### src/rtl/spi_slave_datapath_pkg.sv
// Shared definitions for the SPI slave datapath, its controller and benches.
//   SPI_DATA_WIDTH / SPI_SYNC_STAGES : default word length and synchroniser depth
//   spi_mode_e                       : SPI mode encoding as {CPOL,CPHA}
//   mode_cpol / mode_cpha            : split a mode into its clock polarity/phase
package spi_slave_datapath_pkg;

  localparam int unsigned SPI_DATA_WIDTH  = 8;
  localparam int unsigned SPI_SYNC_STAGES = 2;

  typedef enum logic [1:0] {
    SPI_MODE0 = 2'b00,
    SPI_MODE1 = 2'b01,
    SPI_MODE2 = 2'b10,
    SPI_MODE3 = 2'b11
  } spi_mode_e;

  function automatic logic mode_cpol(input spi_mode_e mode);
    logic [1:0] bits;
    bits = mode;
    return bits[1];
  endfunction

  function automatic logic mode_cpha(input spi_mode_e mode);
    logic [1:0] bits;
    bits = mode;
    return bits[0];
  endfunction

endpackage

### src/rtl/spi_slave_datapath_sync_edge.sv
// spi_sync_edge: multi-flop synchroniser with one extra delayed copy for
// edge detection.
//   clk_i, rst_ni : clock, asynchronous active-low reset
//   d_i           : raw asynchronous input
//   level_o       : synchronised level
//   rise_o/fall_o : one-cycle strobes when level_o changes 0->1 / 1->0
module spi_sync_edge #(
  parameter int unsigned STAGES    = 2,
  parameter logic        RESET_VAL = 1'b0
) (
  input  logic clk_i,
  input  logic rst_ni,
  input  logic d_i,
  output logic level_o,
  output logic rise_o,
  output logic fall_o
);

  logic [STAGES-1:0] sync_q;
  logic              prev_q;

  always_ff @(posedge clk_i or negedge rst_ni) begin
    if (!rst_ni) begin
      sync_q <= {STAGES{RESET_VAL}};
      prev_q <= RESET_VAL;
    end else begin
      sync_q <= {sync_q[STAGES-2:0], d_i};
      prev_q <= sync_q[STAGES-1];
    end
  end

  assign level_o = sync_q[STAGES-1];
  assign rise_o  = level_o & ~prev_q;
  assign fall_o  = ~level_o & prev_q;

endmodule

### src/rtl/spi_slave_datapath.sv
// spi_slave_datapath: SPI slave front-end and MSB-first shift datapath.
// Synchronises SCLK/SS/MOSI, produces edge strobes, and executes the
// controller's load / shift commands on the TX and RX shift registers.
//   i_clk, i_reset          : system clock, asynchronous active-low reset
//   i_sclk, i_ss_n, i_mosi  : raw SPI pins
//   i_CPOL, i_CPHA          : SPI mode (static while selected)
//   i_load_register         : load TX from i_tx_data
//   i_shift_enable          : allow sample/drive events
//   i_tx_data, i_tx_valid   : head of TX FIFO
//   o_miso                  : TX MSB (1 while deselected)
//   o_SS                    : synchronised slave select
//   o_leading, o_trailing   : SCLK edge strobes
//   o_tx_ack, o_tx_underrun : TX word consumed / word boundary with no data
//   o_rx_data, o_DV         : last received word and its update strobe
module spi_slave_datapath
  import spi_slave_datapath_pkg::*;
#(
  parameter int unsigned DATA_WIDTH  = SPI_DATA_WIDTH,
  parameter int unsigned SYNC_STAGES = SPI_SYNC_STAGES
) (
  input  logic                  i_clk,
  input  logic                  i_reset,
  input  logic                  i_sclk,
  input  logic                  i_ss_n,
  input  logic                  i_mosi,
  input  logic                  i_CPOL,
  input  logic                  i_CPHA,
  input  logic                  i_load_register,
  input  logic                  i_shift_enable,
  input  logic [DATA_WIDTH-1:0] i_tx_data,
  input  logic                  i_tx_valid,
  output logic                  o_miso,
  output logic                  o_SS,
  output logic                  o_leading,
  output logic                  o_trailing,
  output logic                  o_tx_ack,
  output logic                  o_tx_underrun,
  output logic [DATA_WIDTH-1:0] o_rx_data,
  output logic                  o_DV
);

  localparam int unsigned          CNT_W    = $clog2(DATA_WIDTH);
  localparam logic [CNT_W-1:0]     LAST_BIT = CNT_W'(DATA_WIDTH - 1);

  logic sclk_lvl, sclk_rise, sclk_fall;
  logic ss_lvl, ss_rise, ss_fall;
  logic [SYNC_STAGES-1:0] mosi_sync_q;
  logic mosi_s;

  logic [DATA_WIDTH-1:0] tx_q, tx_d, rx_q, rx_d, rx_data_q, rx_data_d;
  logic [CNT_W-1:0]      cnt_q, cnt_d;
  logic                  dv_q, dv_d, ack_q, ack_d, unr_q, unr_d;
  logic                  ss_ok, sclk_edge, sample_ev, drive_ev;

  spi_sync_edge #(.STAGES(SYNC_STAGES), .RESET_VAL(1'b0)) u_sclk_sync (
    .clk_i(i_clk), .rst_ni(i_reset), .d_i(i_sclk),
    .level_o(sclk_lvl), .rise_o(sclk_rise), .fall_o(sclk_fall)
  );

  spi_sync_edge #(.STAGES(SYNC_STAGES), .RESET_VAL(1'b1)) u_ss_sync (
    .clk_i(i_clk), .rst_ni(i_reset), .d_i(i_ss_n),
    .level_o(ss_lvl), .rise_o(ss_rise), .fall_o(ss_fall)
  );

  // MOSI has the same depth as the SCLK level so data and edge line up.
  always_ff @(posedge i_clk or negedge i_reset) begin
    if (!i_reset) mosi_sync_q <= '0;
    else          mosi_sync_q <= {mosi_sync_q[SYNC_STAGES-2:0], i_mosi};
  end
  assign mosi_s = mosi_sync_q[SYNC_STAGES-1];

  // Selected now and last cycle: the SS-assert cycle (ss_fall) is excluded.
  assign ss_ok      = ~ss_lvl & ~ss_fall;
  assign sclk_edge  = ss_ok & (sclk_rise | sclk_fall);
  // Leading edge moves SCLK away from its idle level CPOL.
  assign o_leading  = sclk_edge & (sclk_lvl ^ i_CPOL);
  assign o_trailing = sclk_edge & ~(sclk_lvl ^ i_CPOL);
  assign sample_ev  = i_shift_enable & (i_CPHA ? o_trailing : o_leading);
  assign drive_ev   = i_shift_enable & (i_CPHA ? o_leading : o_trailing) & (cnt_q != '0);

  always_comb begin
    tx_d      = tx_q;
    rx_d      = rx_q;
    cnt_d     = cnt_q;
    rx_data_d = rx_data_q;
    dv_d      = 1'b0;
    ack_d     = 1'b0;
    unr_d     = 1'b0;
    if (ss_rise) begin
      tx_d  = '1;
      rx_d  = '0;
      cnt_d = '0;
    end else begin
      if (sample_ev) begin
        rx_d = {rx_q[DATA_WIDTH-2:0], mosi_s};
        if (cnt_q == LAST_BIT) begin
          rx_data_d = rx_d;
          dv_d      = 1'b1;
          cnt_d     = '0;
          if (i_tx_valid) begin
            tx_d  = i_tx_data;
            ack_d = 1'b1;
          end else begin
            tx_d  = '1;
            unr_d = 1'b1;
          end
        end else begin
          cnt_d = cnt_q + CNT_W'(1);
        end
      end
      if (drive_ev) tx_d = {tx_q[DATA_WIDTH-2:0], 1'b1};
      // An explicit load overrides any boundary reload; only one ack results.
      if (i_load_register) begin
        tx_d  = i_tx_data;
        ack_d = 1'b1;
        unr_d = 1'b0;
        cnt_d = '0;
      end
    end
  end

  always_ff @(posedge i_clk or negedge i_reset) begin
    if (!i_reset) begin
      tx_q      <= '1;
      rx_q      <= '0;
      cnt_q     <= '0;
      rx_data_q <= '0;
      dv_q      <= 1'b0;
      ack_q     <= 1'b0;
      unr_q     <= 1'b0;
    end else begin
      tx_q      <= tx_d;
      rx_q      <= rx_d;
      cnt_q     <= cnt_d;
      rx_data_q <= rx_data_d;
      dv_q      <= dv_d;
      ack_q     <= ack_d;
      unr_q     <= unr_d;
    end
  end

  assign o_SS          = ss_lvl;
  assign o_miso        = ss_lvl | tx_q[DATA_WIDTH-1];
  assign o_rx_data     = rx_data_q;
  assign o_DV          = dv_q;
  assign o_tx_ack      = ack_q;
  assign o_tx_underrun = unr_q;

endmodule

### config.mk
export PLATFORM = sky130hd
export DESIGN_NAME = spi_slave_datapath
export DESIGN_NICKNAME = d
export VERILOG_FILES = /design/src/rtl/spi_slave_datapath_pkg.sv /design/src/rtl/spi_slave_datapath_sync_edge.sv /design/src/rtl/spi_slave_datapath.sv
export SDC_FILE = /design/constraint.sdc
export NUM_CORES = 1
export LEC_CHECK = 0
export ABC_AREA = 1
export CAP_MARGIN = 40
export CORE_MARGIN = 2
export CORE_UTILIZATION = 40
export CTS_CLUSTER_SIZE = 8
export DETAILED_ROUTE_END_ITERATION = 10
export GPL_TIMING_DRIVEN = 0
export PLACE_DENSITY = 0.7
export SYNTH_ARGS = -nofsm -noshare
export SYNTH_HDL_FRONTEND = slang
export SYNTH_SLANG_ARGS = --single-unit
### constraint.sdc
create_clock -name i_clk -period 1.6 [get_ports i_clk]
set_input_delay 0.4 -clock i_clk [delete_from_list [all_inputs] [get_ports i_clk]]
set_output_delay 0.4 -clock i_clk [all_outputs]
set_load 0.05 [all_outputs]
==> reports/qor.csv <==
metric,value,unit
status,finished with violations,
failing checks,negative setup slack,
hold_buf cts,0,
IO Pins,33,
CTS tree,built,
period utilization,1.080,
vias per cell,5.161,
CP startpoint kind,flip-flop,
flop2flop setup slack,-0.09,ns
Bufs on Longest Clock Path,2,
Final Util,0.6518,
Ys Warns,0,
Rows,24,
Final WS setup,-0.1285,ns
largest net degree at the start of global routing,38,
core area,4384,sq um
Tightest Pin Transition,0.8166,ns
Placed Instances,288,
Nets,285,
R2R Path Start,u_sclk_sync.sync_q[1]$_DFF_PN0_,
R2R depth,12,
"Clk pin slew, worst setup/hold paths",0.08,ns
"FFs w/ async S/R, synth",1.000,
Antenna Violating Nets Remaining,0,
Root Buffer,clkbuf_8,
Worst setup EP type,output port,
net count after synthesis,225,
number of fill cells,340,
Layout Area Growth over Synthesis,55.37,%
DIE AREA,5157,sq um
post-synth top area share,0.3537,
vias in the first global route,1392,
Commonest cells post-synth,"50 x nand2_1, 28 x inv_1, 26 x dfrtp_1",
pwr dens,794.8,nW/um^2
Slew headroom,0.4556,
critical-path maximum fanout,6,
DRC marker count from the first detailed-route iteration,192,
drt wl/cell,15.62,um
DP Wirelength,2613,um
sequential cell area fraction in the yosys report,0.5109,
port bufs,32,
clk_lat worst skew,0.30,ns
register cell area after layout,939.7,sq um
"Distinct cells, synth",28,
max-slew violations,0,
vias post-DR,1636,
DRC,0,
antenna fix cells,0,
setup tns final,-1.133,ns
Final Setup Violations,20,
maximum vdd drop,621.5,uV
Mapped Area,1839,sq um
GRT Util Overall,0.1663,
initial antenna violation count,0,
Main synth FF type,dfrtp_1,
depth of the CTS H-tree,2,
pre-CTS setup slack,-0.8160,ns
Syn Inst Count,204,
first-pass GRT wire length,6561,um
clk_skew,0.01107,ns
"top cells by area, synth","dfrtp_1 35%, dfstp_2 16%, nand2_1 10%",
die width,71.81,um
total power,2.271,mW
syn avg cell area,9.016,sq um
TritonCTS Sinks,37,
"count leader, synth",nand2_1,
cell taking the most area after synthesis,dfrtp_1,
Tmin final,1.729,ns
worst hold path type,in2async,
fmax,578.5,MHz
total routed wirelength,4951,um
Starting Density,0.4195,
CTS buffer count,5,
"Cell Area, Placed",2225,sq um
R2R Path End,o_rx_data[2]$_DFFE_PN0P_,
die height,71.81,um
"Cell Count, Final, Fillers Out",317,
Lkg Pwr,1.321,nW
CP Data Required Time,1.20,ns
total gr overflow,0,
maxcap violations,0,
"Design Area, Final",2858,sq um
share of layout cells above drive strength 1,0.4415,
WS Path Type,reg2out,
register bit total from synthesis,37,
"EDFF count, synth",0,
final hold viol count,0,
WHS,0.1930,ns
gpl congestion,0.8110,
RSZ-0062 raised after global routing,yes,
first-pass detailed-route iteration total,4,
CP arrival,1.33,ns
multi-input logic area,1051,sq um
-- cell families (layout without fill, tap and decap cells) --
kind of cell / Yosys count / after routing / share of synthesized area
DFF: 37 / 37 / 0.5109
and+or+nand+nor: 98 / 100 / 0.2735
AOI/OAI and AO/OA: 30 / 30 / 0.1116
buffers and inverters: 36 / 95 / 0.08367
adders and majority gates: 3 / 3 / 0.02041
-- power by group --
part           internal (mW)  switching, mW  leakage (nW)
Clock                  0.468          0.337        0.0554
Combinational          0.171          0.260         0.802
Sequential              1.01         0.0303         0.463
Total                   1.64          0.627          1.32
-- cells in the final DEF (no fill, tap or decap), drive strengths merged, types with 3 or more instances in the layout --
cell,count
nand4,7
o22ai,7
inv,29
clkdlybuf4s50,14
o21ai,10
dfrtp,26
dfstp,11
dlygate4sd2,3
clkdlybuf4s15,5
nand2,56
ha,3
nor2,13
clkinv,4
buf,25
clkbuf,13
a21oi,9
nand3,20
-- metal layers --
metal | routed length, um | track usage | vias to the layer above
li1 | - | - | 783
met1 | 2118 | 0.2350 | 789
met2 | 2459 | 0.2449 | 52
met3 | 250 | 0.03657 | 12
met4 | 122 | 0.07547 | 0
met5 | 0 | 0 | -
-- flip-flops by register name (all words and copies together) (netlist names) --
name / cells
tx_q: 8
mosi_sync_q: 2
cnt_q: 3
u_sclk_sync.sync_q: 2
o_rx_data: 8
rx_q: 7
u_sclk_sync.prev_q: 1
o_DV: 1
u_ss_sync.prev_q: 1
o_tx_underrun: 1
o_tx_ack: 1
u_ss_sync.sync_q: 2
-- worst max-delay path by stage --
stage / start / end / slack, ns / cells past startpoint
3_3_place_gp: i_CPOL / o_trailing / -0.79 / 6
2_1_floorplan: u_ss_sync.sync_q[1]$_DFF_PN1_ / o_rx_data[6]$_DFFE_PN0P_ / 0.003 / 9
3_5_place_dp: i_CPOL / o_leading / -0.82 / 7
4_1_cts: u_sclk_sync.sync_q[1]$_DFF_PN0_ / o_leading / -0.11 / 6
6_report: u_sclk_sync.sync_q[1]$_DFF_PN0_ / o_trailing / -0.13 / 6
5_1_grt: u_sclk_sync.sync_q[1]$_DFF_PN0_ / o_trailing / -0.23 / 6
-- critical path, stage by stage (launching register included) --
cell and delay (ns):
dfrtp_1 0.42, nand2_1 0.08, inv_1 0.04, nor2_2 0.13, nand3_2 0.12, inv_1 0.09
buf_6 0.15
-- what timing repair did --
action / in CTS / in global routing
setup buffers: 3 / 13
pin swaps: 2 / 16
hold endpoints to repair: 0 / 0
setup endpoints to repair: 38 / 37
gates cloned: 1 / 4
gates resized for setup: 42 / 88
-- area by class of cell --
class,instances,area share
buffer,5,0.01970
sequential,37,0.3288
multi-input combinational,133,0.3678
clock inverter,2,0.01357
clock buffer,6,0.02539
tap,52,0.02277
timing repair inverter,1,0.003065
timing repair buffer,50,0.1703
inverter,31,0.04860
Note: power is estimated with default switching activity, not from simulation.
